[src/rtl/ro_freq_meter.sv]
// Ring-oscillator frequency meter: enables the oscillator, discards a warm-up
// interval, then counts synchronised rising edges of ro_in over a fixed clock-cycle window.
`timescale 1ns/1ps
module ro_freq_meter #(
    parameter int CNT_W         = 16,
    parameter int GATE_CYCLES   = 1024,
    parameter int SETTLE_CYCLES = 16
) (
    input  logic             clock,
    input  logic             reset_n,
    input  logic             start_i,
    output logic             ro_en_o,
    input  logic             ro_in,
    output logic             busy_o,
    output logic             valid_o,
    input  logic             ready_i,
    output logic [CNT_W-1:0] count_o,
    output logic             ovf_o,
    output logic [1:0]       state_o
);
    // Result handshake: a result transfers on any rising edge where
    // valid_o && ready_i; valid_o then holds with stable data until that edge.

    localparam int WIN_W = 21;

    typedef enum logic [1:0] {IDLE, SETTLE, MEASURE, DONE} state_e;

    state_e           state_q, state_d;
    logic [WIN_W-1:0] win_q, win_d;
    logic [CNT_W-1:0] edge_q, edge_d, edge_n;
    logic [CNT_W-1:0] count_q, count_d;
    logic             eovf_q, eovf_d, eovf_n;
    logic             rovf_q, rovf_d;
    logic             ro_en_q, ro_en_d;
    logic             sync1_q, sync2_q, hist_q;
    logic             rise;

    assign rise = sync2_q & ~hist_q;

    always_ff @(posedge clock or negedge reset_n) begin
        if (!reset_n) begin
            sync1_q <= 1'b0;
            sync2_q <= 1'b0;
            hist_q  <= 1'b0;
        end else begin
            sync1_q <= ro_in;
            sync2_q <= sync1_q;
            hist_q  <= sync2_q;
        end
    end

    always_ff @(posedge clock or negedge reset_n) begin
        if (!reset_n) begin
            state_q <= IDLE;
            win_q   <= '0;
            edge_q  <= '0;
            eovf_q  <= 1'b0;
            count_q <= '0;
            rovf_q  <= 1'b0;
            ro_en_q <= 1'b0;
        end else begin
            state_q <= state_d;
            win_q   <= win_d;
            edge_q  <= edge_d;
            eovf_q  <= eovf_d;
            count_q <= count_d;
            rovf_q  <= rovf_d;
            ro_en_q <= ro_en_d;
        end
    end

    always_comb begin
        state_d = state_q;
        win_d   = win_q;
        edge_d  = edge_q;
        eovf_d  = eovf_q;
        count_d = count_q;
        rovf_d  = rovf_q;
        // Saturating increment; the flag records an increment lost at full scale.
        edge_n  = edge_q;
        eovf_n  = eovf_q;
        if (rise) begin
            if (&edge_q) eovf_n = 1'b1;
            else         edge_n = edge_q + CNT_W'(1);
        end
        case (state_q)
            IDLE: begin
                if (start_i) begin
                    edge_d = '0;
                    eovf_d = 1'b0;
                    if (SETTLE_CYCLES == 0) begin
                        state_d = MEASURE;
                        win_d   = WIN_W'(GATE_CYCLES);
                    end else begin
                        state_d = SETTLE;
                        win_d   = WIN_W'(SETTLE_CYCLES);
                    end
                end
            end
            SETTLE: begin
                if (win_q == WIN_W'(1)) begin
                    state_d = MEASURE;
                    win_d   = WIN_W'(GATE_CYCLES);
                end else begin
                    win_d = win_q - WIN_W'(1);
                end
            end
            MEASURE: begin
                edge_d = edge_n;
                eovf_d = eovf_n;
                if (win_q == WIN_W'(1)) begin
                    state_d = DONE;
                    win_d   = '0;
                    count_d = edge_n;
                    rovf_d  = eovf_n;
                end else begin
                    win_d = win_q - WIN_W'(1);
                end
            end
            DONE: begin
                if (ready_i) state_d = IDLE;
            end
            default: state_d = IDLE;
        endcase
        ro_en_d = (state_d == SETTLE) || (state_d == MEASURE);
    end

    assign ro_en_o = ro_en_q;
    assign busy_o  = (state_q != IDLE);
    assign valid_o = (state_q == DONE);
    assign count_o = count_q;
    assign ovf_o   = rovf_q;
    assign state_o = state_q;

endmodule

[config.mk]
export PLATFORM = sky130hd
export DESIGN_NAME = ro_freq_meter
export DESIGN_NICKNAME = d
export VERILOG_FILES = /design/src/rtl/ro_freq_meter.sv
export SDC_FILE = /design/constraint.sdc
export NUM_CORES = 1
export LEC_CHECK = 0
export ABC_AREA = 1
export CAP_MARGIN = 40
export CORE_MARGIN = 4
export CORE_UTILIZATION = 35
export DETAILED_ROUTE_END_ITERATION = 10
export PLACE_DENSITY = 0.49
export RECOVER_POWER = 100
export SYNTH_ARGS = -nofsm -noshare
export SYNTH_HDL_FRONTEND = slang
export SYNTH_SLANG_ARGS = --single-unit
[constraint.sdc]
create_clock -name clock -period 3.5 [get_ports clock]
set_clock_uncertainty 0.05 [all_clocks]
set_input_delay 0.35 -clock clock [delete_from_list [all_inputs] [get_ports clock]]
set_output_delay 0.35 -clock clock [all_outputs]
set_load 0.01 [all_outputs]
## Word level (Yosys, flattened, before mapping)

Cells that the tools add are included.
Widths: inputs -> output; s select.

| operators by class | value |
|---|---|
| add/sub/neg operators | 2 |
| muxes and demuxes | 17 |
| reductions and logical operators | 9 |
| equality and inequality tests | 7 |
| bitwise gates (word level) | 2 |

Operators by type and width:

| kind | count |
|---|---|
| $mux 21 | 3 |
| $pmux 21 s3 | 1 |
| $mux 16 | 3 |
| $pmux 16 s2 | 1 |
| $eq 21x1->1 const B | 1 |
| $sub 21x1->21 const B | 1 |
| $add 16x1->16 const B | 1 |
| $reduce_and 16->1 | 1 |
| $mux 2 | 4 |
| $pmux 2 s4 | 1 |
| $eq 2x2->1 const B | 3 |
| $reduce_and 2->1 | 3 |
| $eq 2x1->1 const B | 2 |
| $reduce_bool 2->1 | 2 |
| $mux 1 | 3 |
| $reduce_bool 3->1 | 1 |
| $logic_not 2->1 | 1 |
| $ne 2x2->1 const B | 1 |
| $pmux 1 s2 | 1 |
| $and 1x1->1 | 1 |
| $logic_or 1x1->1 | 1 |
| $not 1->1 | 1 |

| word-level totals | value |
|---|---|
| output and inout bits | 22 |
| word-level logic and storage cells | 47 |
| input port bits | 5 |
| bits in registers | 61 |

## Logic depth before layout (Yosys ltp)

| depth | value |
|---|---|
| depth after elaboration | 5 |
| depth in mapped cells | 11 |
| gate-level depth less buffers | 11 |

## Worst setup path after synthesis

No wires, ideal clock.

| timing | value |
|---|---|
| path kind | register -> register |
| start point | register state_q[0], in the netlist state_o[0] |
| end point | register win_q[5] |
| clock period less this slack | 1.738 ns |
| cell stages (with the launch flop) | 11 |
| path slack | 1.762 ns |
| required time | 3.330 ns |
| data arrival time | 1.568 ns |
| path buffers | 0 |
| library setup time | 0.120 ns |
| path through | dfrtp_1 > inv_1 > ha_1 > inv_2 > nor2_4 > nor2_4 > inv_2 > nor2_1 > nand2_1 > xor2_1 > nor2_1 |

| between the ends | value |
|---|---|
| cells in the longest elaborated chain, start to end | 3 |
| elaborated cells on any way between the ends | 7 |
| those cells by class | eq/ne (3); mux (1); reduce/logical (3) |

RTL lines:

| item | line | RTL |
|---|---|---|
| from (decl) | 28 | `state_e state_q, state_d;` |
| from (signal assigned) | 62 | `state_q <= state_d;` |
| $eq 2x2->1 (tied with other cells) | 86 | `case (state_q)` |
| $reduce_bool 3->1 (no source line) or $ne 2x2->1 (tied branches) | -- |  |
| $reduce_and 2->1 (no source line) | -- |  |
| to (signal assigned) | 63 | `win_q <= win_d;` |
| to (decl) | 29 | `logic [WIN_W-1:0] win_q, win_d;` |

Parallel ways exist; a longest one is shown, timed or not.
A chain may end at the register's enable or synchronous reset.

## Worst setup path after layout

| timing | value |
|---|---|
| start point | register state_q[0], in the netlist state_o[0] |
| end point | register eovf_q |

| between the ends | value |
|---|---|
| cells in the longest elaborated chain, start to end | 3 |
| elaborated cells on any way between the ends | 6 |
| those cells by class | eq/ne (2); mux (1); reduce/logical (3) |

RTL lines:

| item | line | RTL |
|---|---|---|
| $eq 2x2->1 or $logic_not 2->1 (tied branches) | 86 |  |
| $reduce_bool 2->1 (no source line) or $ne 2x2->1 (tied branches) | -- |  |
| $reduce_and 2->1 (no source line) | -- |  |
| to (signal assigned) | 65 | `eovf_q <= eovf_d;` |
| to (decl) | 32 | `logic eovf_q, eovf_d, eovf_n;` |

Parallel ways exist; a longest one is shown, timed or not.

==> metrics.md <==
| Metric | Value |
|---|---|
| Outcome | finished, violations left |
| Failing checks | capacitance limit, slew limit |
| Remaining antenna violation count | 0 |
| Fmax | 360 MHz |
| Worst setup EP type | flip-flop |
| Routability cong. | 0.778 |
| Hold Crit Depth | 0 |
| Worst Tran Pin Value | 1.90 ns |
| CTS Buffer Depth | 2 |
| I/O pin count | 27 |
| Kind of cell adding the most delay to the critical path | buffers and inverters |
| Nature of the critical path startpoint | flip-flop |
| Syn_area_per_cell | 8.00 um2 |
| Die ar. | 11500 um2 |
| Area growth from synthesis to layout | 15.4% |
| Cts bufs inserted | 9 |
| Sink count of the clock tree | 61 |
| Root Driver | clkbuf_8 |
| Initial core utilization | 36.6% |
| Vias per inst | 4.77 |
| Share of cells above drive strength 1 | 7.48% |
| Post-CTS sizing | 0 |
| Dominant synthesized flop cell | dfrtp_1 |
| Final HPWL DP | 5.92 mm |
| CP Data Required Time | 3.71 ns |
| Area post-placement | 3830 um2 |
| CP cell instances | inv_1, ha_1, inv_1, nor2_1, nor2_1, buf_4, inv_1, nand2_1, inv_1, nand2_1, a21oi_1 |
| Worst r2r dst | eovf_q |
| Slowest CP cell | dfrtp_1 |
| Routed wire per std cell | 13.9 um |
| Drt pass-1 iters | 4 |
| Remaining DRCs | 0 |
| Final period util | 79.4% |
| Maximum vdd ir drop | 0.000330 V |
| Drt total wl | 8.30 mm |
| Leakage Power | 1.95 nW |
| Count of final hold-check violations | 0 |
| Worst path max stage delay | 0.47 ns |
| First-pass GRT wire length | 14.4 mm |
| Max-slew violation count | 61 |
| Most frequent cells in the layout | nand2_1, dfrtp_1, inv_1 |
| TNS Setup | 0 ns |
| All-layer global routing usage | 15.8% |
| Congestion Overflow GR | 0 |
| CP startpoint | state_o[0] |
| Cell repeated most along the worst path | inv_1 |
| Critical Path Fanout Max | 11 |
| Mapped Area | 3430 um2 |
| Worst r2r src | state_o[0] |
| Min-Delay Endpoint | sync2_q |
| Ys Warns | 0 |
| Die extent in x | 107 um |
| Cell Count, Final, Fillers Out | 597 |
| PwrDens | 704 nW/um2 |
| R2R Setup Slk | 0.72 ns |
| Largest net degree at the start of global routing | 35 |
| Antenna violations before repair | 0 |
| Worst-case reg-to-reg path depth | 11 |
| Post-synth EDFFs | 0 |
| Worst EP arrival | 2.99 ns |
| Min Tclk post-route | 2.78 ns |
| H-Tree Depth | 3 |
| Diodes inserted | 0 |
| Async S/R FF share, synth | 100% |
| Die height | 107 um |
| Initial DRC count | 87 |
| Max Cap Viol | 2 |
| Distinct cells, synth | 37 |
| Unrepaired setup endpoints after global routing | no |
| Clock Latency Late Sink | 0.34 ns |
| Fin area | 3960 um2 |
| Post-synthesis cell count | 429 |
| Most common cell after layout, fill and taps aside | nand2_1 |
| Final setup vio count | 0 |
| CORE AREA | 9370 um2 |
| CP Class | flip-flop to flip-flop |
| Worst-path clk slew | 0.07 ns |
| CTS tree | done |
| Post-layout util | 42.2% |
| Syn_nets | 442 |
| Final #Nets | 477 |
| Launch point of the worst hold path | sync1_q |
| Placed insts | 581 |
| Worst hold path class | flip-flop to flip-flop |
| Tot Pwr | 0.00279 W |
| Total number of vias | 2848 |
| Port bufs | 26 |
| Buffers & Inverters on Critical Path | 5 |
| Worst relative slew slack | -26.5% |
| Row count | 35 |
| Vias in the first global route | 2853 |
| Sequential-to-total area share from yosys stat | 44.5% |
| Seq cells post-synth | 61 |
-- metal layers --
| metal | GRT usage, % | up-vias | part of all wire, % |
|---|---|---|---|
| met5 | 0 | - | 0 |
| met4 | 3.38 | 0 | 0.95 |
| met3 | 4.27 | 7 | 2.7 |
| met2 | 26.7 | 45 | 50 |
| met1 | 20.4 | 1343 | 46 |
| li1 | - | 1453 | - |
-- worst max-delay path by stage --
stage | end | slack [ns] | depth (start not counted)
after global routing | eovf_q | 0.52 | 11
final | eovf_q | 0.72 | 11
after detailed placement | eovf_q | 1.07 | 10
after global placement | eovf_q | 1.10 | 9
after floorplan | win_q[5] | 1.76 | 10
after CTS | eovf_q | 1.05 | 10
-- final cells by class --
cell class	instances	area (um2)
Tap cell	129	161
Multi-Input combinational cell	310	1610
Clock buffer	14	173
Fill cell	995	5410
Clock inverter	1	5.00
Timing Repair Buffer	33	298
Sequential cell	61	1530
Inverter	49	184
-- cell usage after synthesis, types with 2 or more instances --
master / instances / area (um2)
nor2_2: 8 / 50.1
nor3_2: 3 / 30.0
nor3_1: 10 / 50.1
o211ai_2: 2 / 25.0
a21oi_1: 5 / 25.0
nor2_1: 46 / 173
ha_1: 8 / 100
o21ai_2: 3 / 26.3
nor2_4: 3 / 33.8
inv_2: 5 / 18.8
nand4_1: 8 / 50.1
o21ai_0: 21 / 105
xnor2_1: 3 / 26.3
dfrtp_1: 61 / 1530
nand3_1: 33 / 165
o211ai_1: 5 / 37.5
inv_1: 44 / 165
nand3_2: 2 / 20.0
buf_6: 4 / 45.0
o22ai_1: 5 / 31.3
o21ai_1: 6 / 30.0
buf_2: 2 / 10.0
xor2_1: 18 / 158
clkbuf_1: 2 / 7.51
nand2_2: 3 / 18.8
nand2_1: 108 / 405
-- cell families after synthesis --
logic type	synth area share, %
flip-flops	44.5
buffers and inverters	7.40
AND/OR/NAND/NOR	30.7
adder cells (fa/ha/maj)	2.92
XOR/XNOR	5.84
AO/OA/AOI/OAI	8.64
-- stage by stage --
stage | hold slack (ns) | setup slack, ns
finish | 0.304 | 0.722
global route | 0.304 | 0.518
CTS | 0.300 | 1.05
detailed placement | 0.122 | 1.07
global placement | 0.295 | 1.10
floorplan | 0.00441 | 1.76
-- what timing repair did --
item,4_1_cts,5_1_grt
hold endpoints to repair,35,0
hold buffers,1,0
buffers inserted,0,0
-- report_power, final --
group | internal, W | leakage (nW) | switching [W]
clock | 0.000311 | 0.0926 | 0.000277
sequential | 0.000840 | 0.832 | 0.000153
combinational | 0.000434 | 1.03 | 0.000772
total | 0.00158 | 1.95 | 0.00120
-- sequential cells by signal, summed over array words and instances (netlist names) --
name,cells
edge_q,16
eovf_q,1
sync1_q,1
win_q,21
ro_en_o,1
count_o,16
hist_q,1
state_o,2
sync2_q,1
ovf_o,1
-- worst reg2reg max path, stage by stage (launching register included) --
cell and delay [ns]:
dfrtp_1 0.47, inv_1 0.12, ha_1 0.19, inv_1 0.09, nor2_1 0.27, nor2_1 0.08, buf_4 0.19, inv_1 0.27
nand2_1 0.33, inv_1 0.40, nand2_1 0.09, a21oi_1 0.15
No activity file was read; power rests on OpenSTA's default activity.
